File: src/rtl/encoder_4to2_serial_pkg.sv
`default_nettype none
// ============================================================================
// Module      : enc_pkg
// Description : Shared widths, FSM state encoding and a decode helper for the
//               serial 4-to-2 priority encoder.
// Revision    : 1.0 - initial release
// ============================================================================
package enc_pkg;

  // Number of request lines (only 4 is supported) and encoded index width
  localparam int N_IN   = 4;
  localparam int CODE_W = $clog2(N_IN);

  // Two-state controller: waiting for a vector, or draining pending bits
  typedef enum logic [0:0] {
    IDLE = 1'b0,
    BUSY = 1'b1
  } state_t;

  // One-hot bit corresponding to an encoded index; used to clear a popped bit
  function automatic logic [N_IN-1:0] idx_to_bit(input logic [CODE_W-1:0] idx);
    logic [N_IN-1:0] v;
    v      = '0;
    v[idx] = 1'b1;
    return v;
  endfunction

endpackage
`default_nettype wire

File: src/rtl/encoder_4to2_serial_if.sv
`default_nettype none
// ============================================================================
// Module      : encoder_4to2_serial_if
// Description : Request-side and output-side handshake bundle of the serial
//               4-to-2 encoder. The encoder takes the slave view.
// Revision    : 1.0 - initial release
// ============================================================================
interface encoder_4to2_serial_if;
  import enc_pkg::*;

  logic [N_IN-1:0]   req_in;
  logic              req_valid;
  logic              req_ready;
  logic [CODE_W-1:0] enc_out;
  logic              out_valid;
  logic              out_ready;
  logic              enc_last;
  logic              zero_err;

  // Producer/consumer side (drives requests, accepts indices)
  modport master (
    output req_in, req_valid, out_ready,
    input  req_ready, enc_out, out_valid, enc_last, zero_err
  );

  // Encoder side
  modport slave (
    input  req_in, req_valid, out_ready,
    output req_ready, enc_out, out_valid, enc_last, zero_err
  );

endinterface
`default_nettype wire

File: src/rtl/encoder_4to2_serial_pri_enc4.sv
`default_nettype none
// ============================================================================
// Module      : pri_enc4
// Description : Combinational MSB-first priority encoder over the pending
//               mask. Reports the highest set index, whether exactly one bit
//               is set, and whether any bit is set.
// Revision    : 1.0 - initial release
// ============================================================================
module pri_enc4
  import enc_pkg::*;
(
  input  wire logic [N_IN-1:0]   mask,
  output logic      [CODE_W-1:0] idx,
  output logic                   last,
  output logic                   any
);

  logic [N_IN-1:0] w_rest;

  // Highest set bit wins; an empty mask decodes to index 0
  always_comb begin
    idx = '0;
    if (mask[3])      idx = 2'd3;
    else if (mask[2]) idx = 2'd2;
    else if (mask[1]) idx = 2'd1;
    else              idx = 2'd0;
  end

  // Clearing the lowest set bit leaves zero only when a single bit was set
  always_comb begin
    w_rest = mask & (mask - 1'b1);
    any    = |mask;
    last   = any && (w_rest == '0);
  end

endmodule
`default_nettype wire

File: src/rtl/encoder_4to2_serial.sv
`default_nettype none
// ============================================================================
// Module      : encoder_4to2_serial
// Description : Accepts a request vector and emits the index of every set bit,
//               one per handshake, highest bit first. An all-zero vector is
//               rejected with a one-cycle zero_err pulse. All outputs are
//               decoded from registered state.
// Revision    : 1.0 - initial release
// ============================================================================
module encoder_4to2_serial #(
  parameter int N_IN   = 4,
  parameter int CODE_W = 2
) (
  input  wire logic             clk,
  input  wire logic             rst_n,
  encoder_4to2_serial_if.slave  bus
);
  import enc_pkg::*;

  state_t              r_state;
  logic [N_IN-1:0]     r_mask;
  logic                r_zero_err;
  // Low throughout reset and set on the first edge after release, so the
  // block refuses requests until it has seen one clean clock.
  logic                r_live;

  logic [CODE_W-1:0]   w_idx;
  logic                w_last;
  logic                w_any;
  logic [N_IN-1:0]     w_pop_bit;

  pri_enc4 u_pri_enc4 (
    .mask (r_mask),
    .idx  (w_idx),
    .last (w_last),
    .any  (w_any)
  );

  assign w_pop_bit = idx_to_bit(w_idx);

  // Controller: accept vectors in IDLE, drain the mask one bit per pop in BUSY
  always_ff @(posedge clk or negedge rst_n) begin
    if (!rst_n) begin
      r_state    <= IDLE;
      r_mask     <= '0;
      r_zero_err <= 1'b0;
      r_live     <= 1'b0;
    end else begin
      r_live     <= 1'b1;
      r_zero_err <= 1'b0;
      case (r_state)
        IDLE: begin
          if (r_live && bus.req_valid) begin
            if (bus.req_in == '0) begin
              r_zero_err <= 1'b1;
            end else begin
              r_mask  <= bus.req_in;
              r_state <= BUSY;
            end
          end
        end
        BUSY: begin
          if (bus.out_ready) begin
            r_mask <= r_mask & ~w_pop_bit;
            // An empty mask in BUSY cannot arise normally; leaving is the
            // safe recovery rather than presenting a phantom index.
            if (w_last || !w_any) begin
              r_state <= IDLE;
            end
          end
        end
        default: begin
          r_state <= IDLE;
          r_mask  <= '0;
        end
      endcase
    end
  end

  // The mask is empty in IDLE, so enc_out/enc_last read 00/0 there
  assign bus.req_ready = r_live && (r_state == IDLE);
  assign bus.out_valid = (r_state == BUSY);
  assign bus.enc_out   = w_idx;
  assign bus.enc_last  = w_last;
  assign bus.zero_err  = r_zero_err;

endmodule
`default_nettype wire

File: src/flat_wrapper.sv
// flat-port wrapper written by rule: the top's interface ports become plain ports
module encoder_4to2_serial_flat import enc_pkg::*;
#(
  parameter int N_IN   = 4,
  parameter int CODE_W = 2
)
  (clk, rst_n, bus_req_in, bus_req_valid, bus_out_ready, bus_req_ready, bus_enc_out, bus_out_valid, bus_enc_last, bus_zero_err);
  encoder_4to2_serial_if bus_i ();
  input  wire logic clk;
  input  wire logic rst_n;
  input wire logic [$bits(bus_i.req_in)-1:0] bus_req_in;
  input wire logic [$bits(bus_i.req_valid)-1:0] bus_req_valid;
  input wire logic [$bits(bus_i.out_ready)-1:0] bus_out_ready;
  output wire logic [$bits(bus_i.req_ready)-1:0] bus_req_ready;
  output wire logic [$bits(bus_i.enc_out)-1:0] bus_enc_out;
  output wire logic [$bits(bus_i.out_valid)-1:0] bus_out_valid;
  output wire logic [$bits(bus_i.enc_last)-1:0] bus_enc_last;
  output wire logic [$bits(bus_i.zero_err)-1:0] bus_zero_err;
  assign bus_i.req_in = bus_req_in;
  assign bus_i.req_valid = bus_req_valid;
  assign bus_i.out_ready = bus_out_ready;
  assign bus_req_ready = bus_i.req_ready;
  assign bus_enc_out = bus_i.enc_out;
  assign bus_out_valid = bus_i.out_valid;
  assign bus_enc_last = bus_i.enc_last;
  assign bus_zero_err = bus_i.zero_err;
  encoder_4to2_serial #(.N_IN(N_IN), .CODE_W(CODE_W)) u_core (.clk(clk), .rst_n(rst_n), .bus(bus_i));
endmodule
File: config.mk
export PLATFORM = sky130hd
export DESIGN_NAME = encoder_4to2_serial_flat
export DESIGN_NICKNAME = d
export VERILOG_FILES = /design/src/rtl/encoder_4to2_serial_pkg.sv /design/src/rtl/encoder_4to2_serial_if.sv /design/src/rtl/encoder_4to2_serial_pri_enc4.sv /design/src/rtl/encoder_4to2_serial.sv /design/src/flat_wrapper.sv
export SDC_FILE = /design/constraint.sdc
export NUM_CORES = 1
export LEC_CHECK = 0
export BUFFER_PORTS_ARGS = -buffer_cell sky130_fd_sc_hd__buf_2
export CORE_AREA = 2 2 39 41
export CTS_CLUSTER_SIZE = 28
export DETAILED_ROUTE_END_ITERATION = 8
export DIE_AREA = 0 0 41 43
export PLACE_DENSITY = 0.57
export SLEW_MARGIN = 5
export SYNTH_ARGS = -nofsm -noshare
export SYNTH_HDL_FRONTEND = slang
export SYNTH_SLANG_ARGS = --single-unit
File: constraint.sdc
create_clock -name clk -period 1.78 [get_ports clk]
set_input_delay 0.267 -clock clk [delete_from_list [all_inputs] [get_ports clk]]
set_output_delay 0.267 -clock clk [all_outputs]
set_load 0.01 [all_outputs]
==> impl_metrics.env <==
export IMPL_status="finished, final reports clean"
export IMPL_final_common_cell="buf_2"
export IMPL_nets=62
export IMPL_antenna_found_initial=0
export IMPL_post_route_period_util=0.886
export IMPL_min_path_cells=2
export IMPL_synth_warnings=0
export IMPL_rows=14
export IMPL_critPathArrivalTime_ns=1.31
export IMPL_area_growth_pct=28.4
export IMPL_die_x_um=41
export IMPL_grt_max_degree=10
export IMPL_fin_util=0.368
export IMPL_wire_per_inst_um=12.0
export IMPL_skew_ns=0.00404
export IMPL_max_stage_delay_ns=0.51
export IMPL_post_cts_setup_buffers=0
export IMPL_initial_utilization=0.287
export IMPL_ir_worst_vdd_mv=0.516
export IMPL_seq_area_frac_synth=0.442
export IMPL_yosysTopAreaCellShare=0.442
export IMPL_cts_htree_levels=1
export IMPL_drtIter0Drc=3
export IMPL_dp_hpwl_um=625
export IMPL_routed_via_density=4.91
export IMPL_grt_usage=0.122
export IMPL_cp_common_cell="o21ai_0"
export IMPL_path_depth=4
export IMPL_power_leakage_nw=0.269
export IMPL_yosys_area_top_type="dfrtp_1"
export IMPL_pwr_share_clk=0.185
export IMPL_syn_inst=37
export IMPL_dp_slack_ns=0.355
export IMPL_tns_ns=0
export IMPL_p_int_mw=0.485
export IMPL_clk_latency_ns=0.26
export IMPL_path_class="reg2out"
export IMPL_whs_ns=0.249
export IMPL_layout_common_cells="buf_2, dfrtp_1, o21ai_0, clkbuf_4"
export IMPL_grt_pass1_vias=302
export IMPL_boundaryPins=14
export IMPL_rsz0062_at_grt="no"
export IMPL_dr_pass1_iters=4
export IMPL_combinationalPowerShare=0.424
export IMPL_clkSinkCount=7
export IMPL_synth_area_um2=397
export IMPL_power_density_nw_per_um2=1620
export IMPL_antenna_left=0
export IMPL_syn_nets=45
export IMPL_fin_ws_ns=0.203
export IMPL_num_vias=339
export IMPL_die_h_um=43
export IMPL_drv_cap=0
export IMPL_cts_buffers=3
export IMPL_hold_path_class="in2reg"
export IMPL_final_hold_viol_count=0
export IMPL_synthTopCellsByArea="dfrtp_1, a22oi_4, o21ai_0, and3_1, a221o_2"
export IMPL_pwr_share_seq=0.391
export IMPL_crit_family="flip-flops"
export IMPL_cp_start_kind="register"
export IMPL_drive_gt1_frac=0.415
export IMPL_crit_chain="xor2_1 > o21ai_0 > o21ai_0 > buf_2"
export IMPL_antenna_cells=0
export IMPL_p_switching_mw=0.337
export IMPL_grt_ovfl_total=0
export IMPL_setup_viol=0
export IMPL_rr_worst_depth=3
export IMPL_place_congestion=0.742
export IMPL_cp_max_fo=9
export IMPL_core_area_um2=1380
export IMPL_worst_path_buf_inv=1
export IMPL_ys_ff_latch=7
export IMPL_cpMaxStageDelayCell="dfrtp_1"
export IMPL_path_clk_slew_ns=0.06
export IMPL_drc=0
export IMPL_cts_root_buf="clkbuf_4"
export IMPL_grt_pass1_wl_um=1370
export IMPL_totalWireLength_um=830
export IMPL_required_ns=1.51
export IMPL_rrSetupSlack_ns=0.35
export IMPL_max_freq_mhz=634
export IMPL_portBuffers=13
export IMPL_fin_crit_ns=1.58
export IMPL_swShare=0.410
export IMPL_end_kind="output pin"
export IMPL_die_area_um2=1760
export IMPL_synth_avg_cell_area_um2=10.7
export IMPL_clock_path_buffers=2
export IMPL_synth_distinct_cells=26
export IMPL_total_power_mw=0.823
export IMPL_cts_tree="yes"
export IMPL_drv_slew=0
## metrics by stage
stage	cells	instance area [um2]
after detailed placement	64	472
after floorplan	37	397
after global routing	69	509
final	69	509
after global placement	64	472
after CTS	69	509
## per-layer routing
layer,global-route usage,wire [um],up-vias,share of wire
li1,-,-,166,-
met1,0.162,396,151,0.48
met2,0.150,343,19,0.41
met3,0.0314,64,3,0.077
met4,0.120,25,0,0.030
met5,0,0,-,0
## Yosys cell counts
cell type  n
dfrtp_1    7
o21ai_0    3
and3_1     2
buf_2      2
inv_1      2
a21o_1     1
a21oi_1    1
a221o_1    1
a221o_2    1
a22o_1     1
a22oi_4    1
a2bb2oi_1  1
and2b_2    1
and3b_1    1
conb_1     1
maj3_1     1
mux2i_1    1
nand2_1    1
nor2_1     1
nor2b_1    1
nor3_1     1
o311a_1    1
o31ai_1    1
or2_2      1
or4_4      1
xor2_1     1
## sequential cells by signal, indices dropped and copies added (netlist names)
signal	count
u_core.bus.out_valid	1
u_core.r_mask	4
u_core.r_live	1
u_core.bus.zero_err	1
## cell families after synthesis
kind of cell | count (synthesis) | synth area share
other | 1 | 0.00945
adders and majority gates | 1 | 0.0252
AOI/OAI and AO/OA | 12 | 0.265
DFF | 7 | 0.442
xor gates and xnor gates | 1 | 0.0221
muxes | 1 | 0.0252
and+or+nand+nor | 10 | 0.167
buffers and inverters | 4 | 0.0442
## power by group through the flow
| stage | combinational (mW) | clock [mW] | sequential [mW] |
|---|---|---|---|
| after detailed placement | 0.351 | 0 | 0.326 |
| after floorplan | 0.270 | 0 | 0.285 |
| final | 0.349 | 0.152 | 0.322 |
| after global placement | 0.349 | 0 | 0.325 |
| after CTS | 0.354 | 0.155 | 0.324 |
| after global routing | 0.390 | 0.160 | 0.340 |
## final cells by class
class | count | area, um2
Clock buffer | 3 | 22.5
Clock inverter | 1 | 5.00
Tap cell | 16 | 20.0
Sequential cell | 7 | 175
Inverter | 2 | 7.51
Fill cell | 139 | 875
Timing Repair Buffer | 14 | 75.1
Multi-Input combinational cell | 26 | 204
## worst paths after layout
kind                                       from                   end
min in group asynchronous                 rst_n      u_core.r_mask[3]
max                            u_core.r_mask[3]          bus_enc_last
max in group asynchronous                 rst_n  u_core.bus.out_valid
min reg2reg                    u_core.r_mask[2]      u_core.r_mask[2]
min                               bus_req_in[3]      u_core.r_mask[3]
max reg2reg                u_core.bus.out_valid      u_core.r_mask[0]
## repair_timing
| item | CTS | global route |
|---|---|---|
| hold buffers | 1 | 0 |
| resized for setup | 0 | 0 |
| endpoints found under the hold margin | 7 | 0 |
| setup endpoints to repair | 0 | 0 |
Power figures use the tool's default switching activity.
